===== src/rtl/adder_tree_stream.sv =====
// adder_tree_stream: streaming signed adder tree with per-sample post-processing.
//
// Sums INPUT_NUM signed lanes of IN_WIDTH bits through a registered binary tree,
// then applies a per-sample mode (NORMAL / ABS / arithmetic SHIFT). The result is
// either clamped to OUT_WIDTH or wrapped to OUT_WIDTH, depending on the build.
// The pipeline is an input register, $clog2(INPUT_NUM) adder stages and one
// output register. A downstream stall freezes the whole pipeline.
//
// Build option:
//   ADDER_TREE_STREAM_SAT_EN  defined   -> saturate to the OUT_WIDTH range, out_sat flags it
//                             undefined -> keep the low OUT_WIDTH bits (wrap), out_sat = 0
//
// Ports:
//   clk        rising-edge clock
//   rst_n      asynchronous active-low reset
//   din        packed lanes, lane k at [(k+1)*IN_WIDTH-1 -: IN_WIDTH]
//   in_valid   din/mode valid
//   in_ready   pipeline accepts a sample this cycle
//   mode       0 NORMAL, 1 ABS, 2 SHIFT, 3 NORMAL
//   dout       signed result
//   out_valid  dout valid
//   out_ready  downstream accepts dout
//   out_sat    dout was clamped (qualified by out_valid)
module adder_tree_stream #(
    parameter int INPUT_NUM = 18,
    parameter int IN_WIDTH  = 12,
    parameter int OUT_WIDTH = IN_WIDTH + $clog2(INPUT_NUM),
    parameter int SHIFT     = 15
) (
    input  logic                          clk,
    input  logic                          rst_n,
    input  logic [INPUT_NUM*IN_WIDTH-1:0] din,
    input  logic                          in_valid,
    output logic                          in_ready,
    input  logic [1:0]                    mode,
    output logic signed [OUT_WIDTH-1:0]   dout,
    output logic                          out_valid,
    input  logic                          out_ready,
    output logic                          out_sat
);

    localparam int STAGE_NUM = $clog2(INPUT_NUM);
    localparam int ACC_W     = IN_WIDTH + STAGE_NUM;
    localparam int LEAF_NUM  = 1 << STAGE_NUM;
    localparam int NODE_NUM  = 2 * LEAF_NUM - 1;
    localparam int LEAF_BASE = LEAF_NUM - 1;

    // Heap-ordered tree: node j has children 2j+1 and 2j+2, node 0 is the root.
    // Every heap level is one pipeline register stage; the leaves are the input register.
    logic signed [ACC_W-1:0] node_q [NODE_NUM];
    logic [1:0]              mode_q [STAGE_NUM+1];
    logic [STAGE_NUM:0]      valid_q;

    logic signed [OUT_WIDTH-1:0] dout_q, dout_d;
    logic                        out_valid_q;
    logic                        sat_d;
    logic                        adv;

    logic signed [ACC_W:0] root_ext;
    logic signed [ACC_W:0] res;

    // The whole pipeline advances unless the output holds an unaccepted result.
    assign adv      = ~(out_valid_q & ~out_ready);
    assign in_ready = adv;

    always_ff @(posedge clk or negedge rst_n) begin
        if (!rst_n) begin
            for (int i = 0; i < NODE_NUM; i++) node_q[i] <= '0;
        end else if (adv) begin
            for (int k = 0; k < INPUT_NUM; k++) begin
                node_q[LEAF_BASE+k] <= ACC_W'($signed(din[k*IN_WIDTH +: IN_WIDTH]));
            end
            // Padding leaves stay zero so they never pollute the sum.
            for (int k = INPUT_NUM; k < LEAF_NUM; k++) node_q[LEAF_BASE+k] <= '0;
            for (int j = 0; j < LEAF_BASE; j++) begin
                node_q[j] <= node_q[2*j+1] + node_q[2*j+2];
            end
        end
    end

    always_ff @(posedge clk or negedge rst_n) begin
        if (!rst_n) begin
            for (int s = 0; s <= STAGE_NUM; s++) mode_q[s] <= 2'd0;
            valid_q <= '0;
        end else if (adv) begin
            mode_q[0] <= mode;
            for (int s = 1; s <= STAGE_NUM; s++) mode_q[s] <= mode_q[s-1];
            valid_q <= {valid_q[STAGE_NUM-1:0], in_valid};
        end
    end

    // Mode handling is done one bit wider than the tree so |-2^(ACC_W-1)| is exact.
    always_comb begin
        root_ext = {node_q[0][ACC_W-1], node_q[0]};
        case (mode_q[STAGE_NUM])
            2'd1:    res = root_ext[ACC_W] ? -root_ext : root_ext;
            2'd2:    res = root_ext >>> SHIFT;
            default: res = root_ext;
        endcase
    end

`ifdef ADDER_TREE_STREAM_SAT_EN
    localparam logic signed [ACC_W:0] SAT_MAX =
        $signed({1'b0, {ACC_W{1'b1}}} >> (ACC_W + 1 - OUT_WIDTH));
    localparam logic signed [ACC_W:0] SAT_MIN = ~SAT_MAX;

    logic sat_q;

    always_comb begin
        dout_d = OUT_WIDTH'(res);
        sat_d  = 1'b0;
        if (res > SAT_MAX) begin
            dout_d = OUT_WIDTH'(SAT_MAX);
            sat_d  = 1'b1;
        end else if (res < SAT_MIN) begin
            dout_d = OUT_WIDTH'(SAT_MIN);
            sat_d  = 1'b1;
        end
    end

    always_ff @(posedge clk or negedge rst_n) begin
        if (!rst_n) begin
            sat_q <= 1'b0;
        end else if (adv && valid_q[STAGE_NUM]) begin
            sat_q <= sat_d;
        end
    end

    assign out_sat = sat_q;
`else
    always_comb begin
        dout_d = OUT_WIDTH'(res);
        sat_d  = 1'b0;
    end

    assign out_sat = sat_d;
`endif

    // dout only updates on a valid result, so bubbles leave it at its last value.
    always_ff @(posedge clk or negedge rst_n) begin
        if (!rst_n) begin
            dout_q      <= '0;
            out_valid_q <= 1'b0;
        end else if (adv) begin
            out_valid_q <= valid_q[STAGE_NUM];
            if (valid_q[STAGE_NUM]) dout_q <= dout_d;
        end
    end

    assign dout      = dout_q;
    assign out_valid = out_valid_q;

endmodule

===== config.mk =====
export PLATFORM = sky130hd
export DESIGN_NAME = adder_tree_stream
export DESIGN_NICKNAME = d
export VERILOG_FILES = /design/src/rtl/adder_tree_stream.sv
export SDC_FILE = /design/constraint.sdc
export NUM_CORES = 1
export LEC_CHECK = 0
export ABC_AREA = 1
export CAP_MARGIN = 20
export CORE_UTILIZATION = 40
export CTS_BUF_LIST = sky130_fd_sc_hd__clkbuf_8
export DETAILED_ROUTE_END_ITERATION = 8
export RECOVER_POWER = 50
export SETUP_SLACK_MARGIN = 0.05
export SLEW_MARGIN = 10
export SYNTH_ARGS = -nofsm -noshare
export SYNTH_HDL_FRONTEND = slang
export SYNTH_SLANG_ARGS = --single-unit

===== constraint.sdc =====
create_clock -name clk -period 2.45 [get_ports clk]
set_input_delay 0.3675 -clock clk [delete_from_list [all_inputs] [get_ports clk]]
set_output_delay 0.3675 -clock clk [all_outputs]
set_load 0.01 [all_outputs]

==> results of run 1 <==
[sequential cells by signal (all words and copies together) (netlist names)]
name       cells
node_q       508
dout          17
mode_q        12
valid_q        6
out_valid      1
[worst max-delay path, delay by kind of cell (launching register included)]
family / cells / cell delay, ns
buffers and inverters: 4 / 1.28
AND/OR/NAND/NOR: 3 / 0.41
flip-flops: 1 / 0.34
[power groups by stage]
stage / combinational [mW] / sequential (mW) / clock (mW)
floorplan: 23.6 / 14.9 / 0
global placement: 29.4 / 16.0 / 0
detailed placement: 29.8 / 16.0 / 0
CTS: 30.0 / 15.9 / 9.08
global route: 34.6 / 16.3 / 9.43
finish: 29.6 / 15.9 / 8.71
[layer usage]
metal  vias up  track usage [%]  wire length, µm
li1      14240                -                -
met1     12130            24.64            35340
met2       379            31.10            34170
met3       119            3.174             2829
met4         0            4.492             1425
met5         -                0                0
[worst max path at each step]
stage	start	endpoint	slack [ns]	cells after the start
CTS	out_valid	in_ready	0.20	4
global placement	out_ready	node_q[801]	0.34	7
finish	out_valid	node_q[332]	0.30	7
floorplan	node_q[1020]	node_q[1068]	0.73	10
global route	rst_n	node_q[363]	0.1	3
detailed placement	out_ready	node_q[801]	0.32	7
[cell usage in the layout, fill, tap and decap left out, types with 15 or more instances in the layout]
cell / synthesis / routed
o21bai_1: 17 / 17
xor2_1: 38 / 38
a31oi_1: 19 / 19
nand4_1: 15 / 15
nand2_1: 1971 / 1971
ha_1: 227 / 227
clkbuf_8: 0 / 121
nor2_1: 143 / 143
a21oi_1: 180 / 180
buf_4: 12 / 15
xnor2_1: 57 / 57
nor3_1: 29 / 29
inv_1: 388 / 424
dfrtp_1: 544 / 544
nand3_1: 302 / 302
buf_12: 0 / 15
o21ai_0: 196 / 196
fa_1: 17 / 17
clkdlybuf4s50_1: 0 / 238
[per-stage QoR]
stage	std cells	total power, mW	instance area (µm²)
after floorplan	4323	38.54	32260
after global placement	5529	45.35	35560
final	5711	54.14	37510
after global routing	5711	60.37	37510
after CTS	5710	54.94	37570
after detailed placement	5529	45.77	35560
[layout make-up]
| type | instances | area [µm²] | share of cell area [%] |
|---|---|---|---|
| inverters | 391 | 1478 | 3.940 |
| well taps | 1050 | 1314 | 3.503 |
| diodes | 1 | 2.502 | 0.006672 |
| repair buffers | 280 | 2867 | 7.642 |
| flip-flops and latches | 544 | 13610 | 36.29 |
| clock inverters | 59 | 342.8 | 0.9140 |
| clock buffers | 121 | 1665 | 4.440 |
| multi-input cells | 3265 | 16230 | 43.26 |
[timing repair]
action	CTS	global route
hold endpoints to repair	43	0
hold buffers	1	0
gates resized for setup	1	0
setup endpoints to repair	1	0
[kinds of logic (layout without fill, tap and decap cells)]
logic type	after synthesis	count (layout)	synth area share, %
flip-flops	544	544	42.20
AO/OA/AOI/OAI	438	438	7.206
AND/OR/NAND/NOR	2487	2487	30.64
buffers and inverters	514	851	7.508
adder cells (fa/ha/maj)	244	244	9.858
other	1	2	0.01162
XOR/XNOR	95	95	2.579
==> results.json, run 1 <==
{
  "slew-limit-headroom_pct": -16.58,
  "rr_worst_depth": 7,
  "min_path_cells": 3,
  "dpl.hpwl_um": 53470,
  "min_from": "din[212]",
  "clock_sinks": 544,
  "peakVddDrop_mv": 0.5358,
  "cts_tree": "done",
  "status": "finished with violations",
  "wl_per_cell_um": 12.92,
  "critPathCaptureType": "flip-flop",
  "violations": "max-capacitance violations, max-slew violations",
  "cts.htree.levels": 3,
  "die_x_um": 286,
  "sw_frac_of_total_pct": 45.96,
  "fin_ws_ns": 0.2951,
  "cts-root-buf": "clkbuf_8",
  "cts_setup_buffers": 0,
  "drc": 0,
  "dp_slack_ns": 0.3228,
  "antenna_found_initial": 1,
  "ys.flop_type": "dfrtp_1",
  "path_cells": "inv_1 -> nor2_4 -> buf_12 -> clkbuf_2 -> buf_12 -> nand2_1 -> nand2_1",
  "crit_required_ns": 3.07,
  "vias": 26860,
  "synth_top_cells_by_count": "nand2_1 (1971), dfrtp_1 (544), inv_1 (388), nand3_1 (302), ha_1 (227)",
  "ys_seq_elements": 544,
  "r2r_start": "out_valid",
  "num_rows": 103,
  "grt_setup_unrepaired": "false",
  "synth.top_cells.by_area": "dfrtp_1 (42%), nand2_1 (23%), ha_1 (8.8%)",
  "die-area_um2": 81800,
  "area_growth_pct": 16.26,
  "combPwrFrac_pct": 54.6,
  "overflow": 0,
  "worstPathMaxFanout": 50,
  "place.gp.congestion": 0.8854,
  "drive_gt1_share_pct": 4.227,
  "synth_top_area_share_pct": 42.20,
  "power_frac_seq_pct": 29.3,
  "hold_slack_ns": 0.1968,
  "synth_warnings": 0,
  "max_freq_mhz": 464.1,
  "synth_area_per_cell_um2": 7.463,
  "hp-class": "in -> reg",
  "grt_pass1_wl_um": 127300,
  "powerDensity_nw_per_um2": 1443,
  "synth.distinct_cells": 42,
  "hold_path_end": "node_q[246]",
  "drv_slew": 48,
  "syn-cell-area_um2": 32260,
  "nNetsFinal": 5047,
  "crit_type": "reg -> reg",
  "insertion_delay_ns": 0.71,
  "p_leak_nw": 20.00,
  "tightest_slew_ns": 1.749,
  "yosysSeqAreaShare_pct": 42.20,
  "core_area_um2": 79390,
  "p_clk_share_pct": 16.1,
  "cp_data_arrival_time_ns": 2.78,
  "fillers": 8073,
  "netlist_instances": 4323,
  "setup_viol": 0,
  "finalHoldViolCount": 0,
  "synth_edf_count": 0,
  "clockBufferDepth": 3,
  "ant_nets": 0,
  "cap_violations": 1,
  "p_int_mw": 29.26,
  "grt_pass1_vias": 26630,
  "synthMostInstantiatedCell": "nand2_1",
  "synthArstFlopShare_pct": 100.0,
  "drt_iter0_markers": 1214,
  "initial_core_util_pct": 40.64,
  "die_h_um": 286,
  "grt_max_degree": 112,
  "cts_inserted_buffers": 99,
  "switchingPower_mw": 24.88,
  "startpoint_type": "flip-flop",
  "synth.net_count": 4789,
  "clkTransAtPathRegs_ns": 0.06,
  "first_pass_iters": 7,
  "finalClockSkew_ns": 0.04212,
  "timing.rr.end": "node_q[332]",
  "grt_usage_pct": 18.49,
  "port_buffers": 240,
  "wl_um": 73760,
  "reg2reg_slack_ns": 0.30,
  "slowest_stage": "clkbuf_2",
  "utilization_pct": 47.25,
  "via_per_inst": 4.704,
  "max_stage_delay_ns": 0.65,
  "setup-tns-final_ns": 0,
  "timing.final.crit_share_pct": 87.96,
  "yosys.area.top_type": "dfrtp_1",
  "period_needed_ns": 2.155,
  "ios": 242
}
Power figures use the tool's default switching activity.
==> inputs of run 2 (changes only) <==
Settings changed: RECOVER_POWER 50 to 25.
==> results.json, run 2 (synthesis gave the netlist of run 1 again) <==
{
  "finalHoldViolCount": 0,
  "drive_gt1_share_pct": 4.227,
  "switchingPower_mw": 24.87,
  "path_cells": "inv_1 -> nor2_4 -> inv_8 -> dlygate4sd2_1",
  "timing.final.crit_share_pct": 87.75,
  "crit_type": "reg -> out",
  "top_register": "node_q",
  "setup-tns-final_ns": 0,
  "ant_nets": 0,
  "critPathTopFamily": "buffers and inverters",
  "dp_slack_ns": 0.3228,
  "timing.rr.end": "node_q[1017]",
  "period_needed_ns": 2.150,
  "initial_core_util_pct": 40.64,
  "clock_sinks": 544,
  "wl_um": 73710,
  "overflow": 0,
  "area_growth_pct": 16.35,
  "cp-startpoint": "out_valid",
  "hold_path_end": "node_q[246]",
  "nNetsFinal": 5047,
  "grt_max_degree": 112,
  "vias": 26830,
  "fin_ws_ns": 0.3001,
  "insertion_delay_ns": 0.71,
  "grt_pass1_vias": 26630,
  "drv_slew": 48,
  "hp-class": "in -> reg",
  "final_cell_mix": "nand2_1 (1971), dfrtp_1 (544), inv_1 (424)",
  "crit_required_ns": 2.08,
  "max_freq_mhz": 465.1,
  "grt_setup_unrepaired": "false",
  "min_from": "din[212]",
  "place.gp.congestion": 0.8854,
  "max_stage_delay_ns": 0.34,
  "p_total_mw": 54.16,
  "grt_pass1_wl_um": 127300,
  "status": "finished with violations",
  "num_rows": 103,
  "first_pass_iters": 6,
  "grt_usage_pct": 18.49,
  "p_int_mw": 29.28,
  "tightest_slew_ns": 1.748,
  "power_frac_seq_pct": 29.3,
  "die_x_um": 286,
  "wl_per_cell_um": 12.91,
  "cts_tree": "done",
  "slew-limit-headroom_pct": -16.54,
  "peakVddDrop_mv": 0.5357,
  "finalClockSkew_ns": 0.04178,
  "p_leak_nw": 20.01,
  "startpoint_type": "flip-flop",
  "worstPathMaxFanout": 6,
  "cap_violations": 1,
  "cp_data_arrival_time_ns": 1.78,
  "cts_setup_buffers": 0,
  "critPathCaptureType": "output port",
  "cts.htree.levels": 3,
  "slowest_stage": "dfrtp_1",
  "reg2reg_slack_ns": 0.42,
  "hold_slack_ns": 0.1952,
  "drt_iter0_markers": 1196,
  "via_per_inst": 4.698,
  "ios": 242,
  "p_clk_share_pct": 16.1,
  "cts_inserted_buffers": 99,
  "port_buffers": 240,
  "cts-root-buf": "clkbuf_8",
  "violations": "max-capacitance violations, max-slew violations",
  "final_common_cell": "nand2_1",
  "critPathBufInv": 3,
  "die_h_um": 286,
  "die-area_um2": 81800,
  "r2r_start": "node_q[918]",
  "rr_worst_depth": 10,
  "drc": 0,
  "dpl.hpwl_um": 53470,
  "combPwrFrac_pct": 54.6,
  "core_area_um2": 79390,
  "setup_viol": 0,
  "largest_reg_flops": 508,
  "sw_frac_of_total_pct": 45.93,
  "antenna_found_initial": 1,
  "min_path_cells": 3,
  "clockBufferDepth": 3,
  "clkTransAtPathRegs_ns": 0.06,
  "powerDensity_nw_per_um2": 1443
}
[run 2: how the worst max path moves through the flow]
| stage | to | cells after the start |
|---|---|---|
| finish | in_ready | 4 |
| global route | node_q[363] | 3 |
| CTS | in_ready | 4 |
| detailed placement | node_q[801] | 7 |
| global placement | node_q[801] | 7 |
| floorplan | node_q[1068] | 10 |
[run 2: metrics by stage]
step / util, % / cells / instance area, µm²
5_1_grt: 47.29 / 5711 / 37540
3_5_place_dp: 44.79 / 5529 / 35560
2_1_floorplan: - / 4323 / 32260
3_3_place_gp: 44.79 / 5529 / 35560
4_1_cts: 47.33 / 5710 / 37570
6_report: 47.29 / 5711 / 37540
[run 2: area by class of cell]
| cell class | count | area, µm² |
|---|---|---|
| diodes | 1 | 2.502 |
| clock buffers | 121 | 1665 |
| clock inverters | 59 | 342.8 |
| fillers | 8073 | 41850 |
| inverters | 391 | 1478 |
| multi-input cells | 3265 | 16230 |
| flip-flops and latches | 544 | 13610 |
| well taps | 1050 | 1314 |
| repair buffers | 280 | 2897 |
[run 2: timing repair]
action | CTS | global route
endpoints found under the setup margin | 1 | 0
resized for setup | 1 | 0
hold buffers | 1 | 0
endpoints found under the hold margin | 43 | 0
[run 2: tightest hold or removal path, stage by stage]
cell             delay (ns)
clkdlybuf4s50_1        0.39
nand2_1                0.06
nand2_1                0.04
[run 2: power by group through the flow]
stage	Clock [mW]	Combinational [mW]	Sequential (mW)
after floorplan	0	23.6	14.9
after global placement	0	29.4	16.0
after detailed placement	0	29.8	16.0
after CTS	9.08	30.0	15.9
after global routing	9.43	34.6	16.3
final	8.70	29.6	15.9
[run 2: per-layer routing]
layer | global-route usage [%] | wire length [µm]
met5 | 0 | 0
met4 | 4.492 | 1412
met3 | 3.174 | 2808
met2 | 31.10 | 34200
met1 | 24.64 | 35290
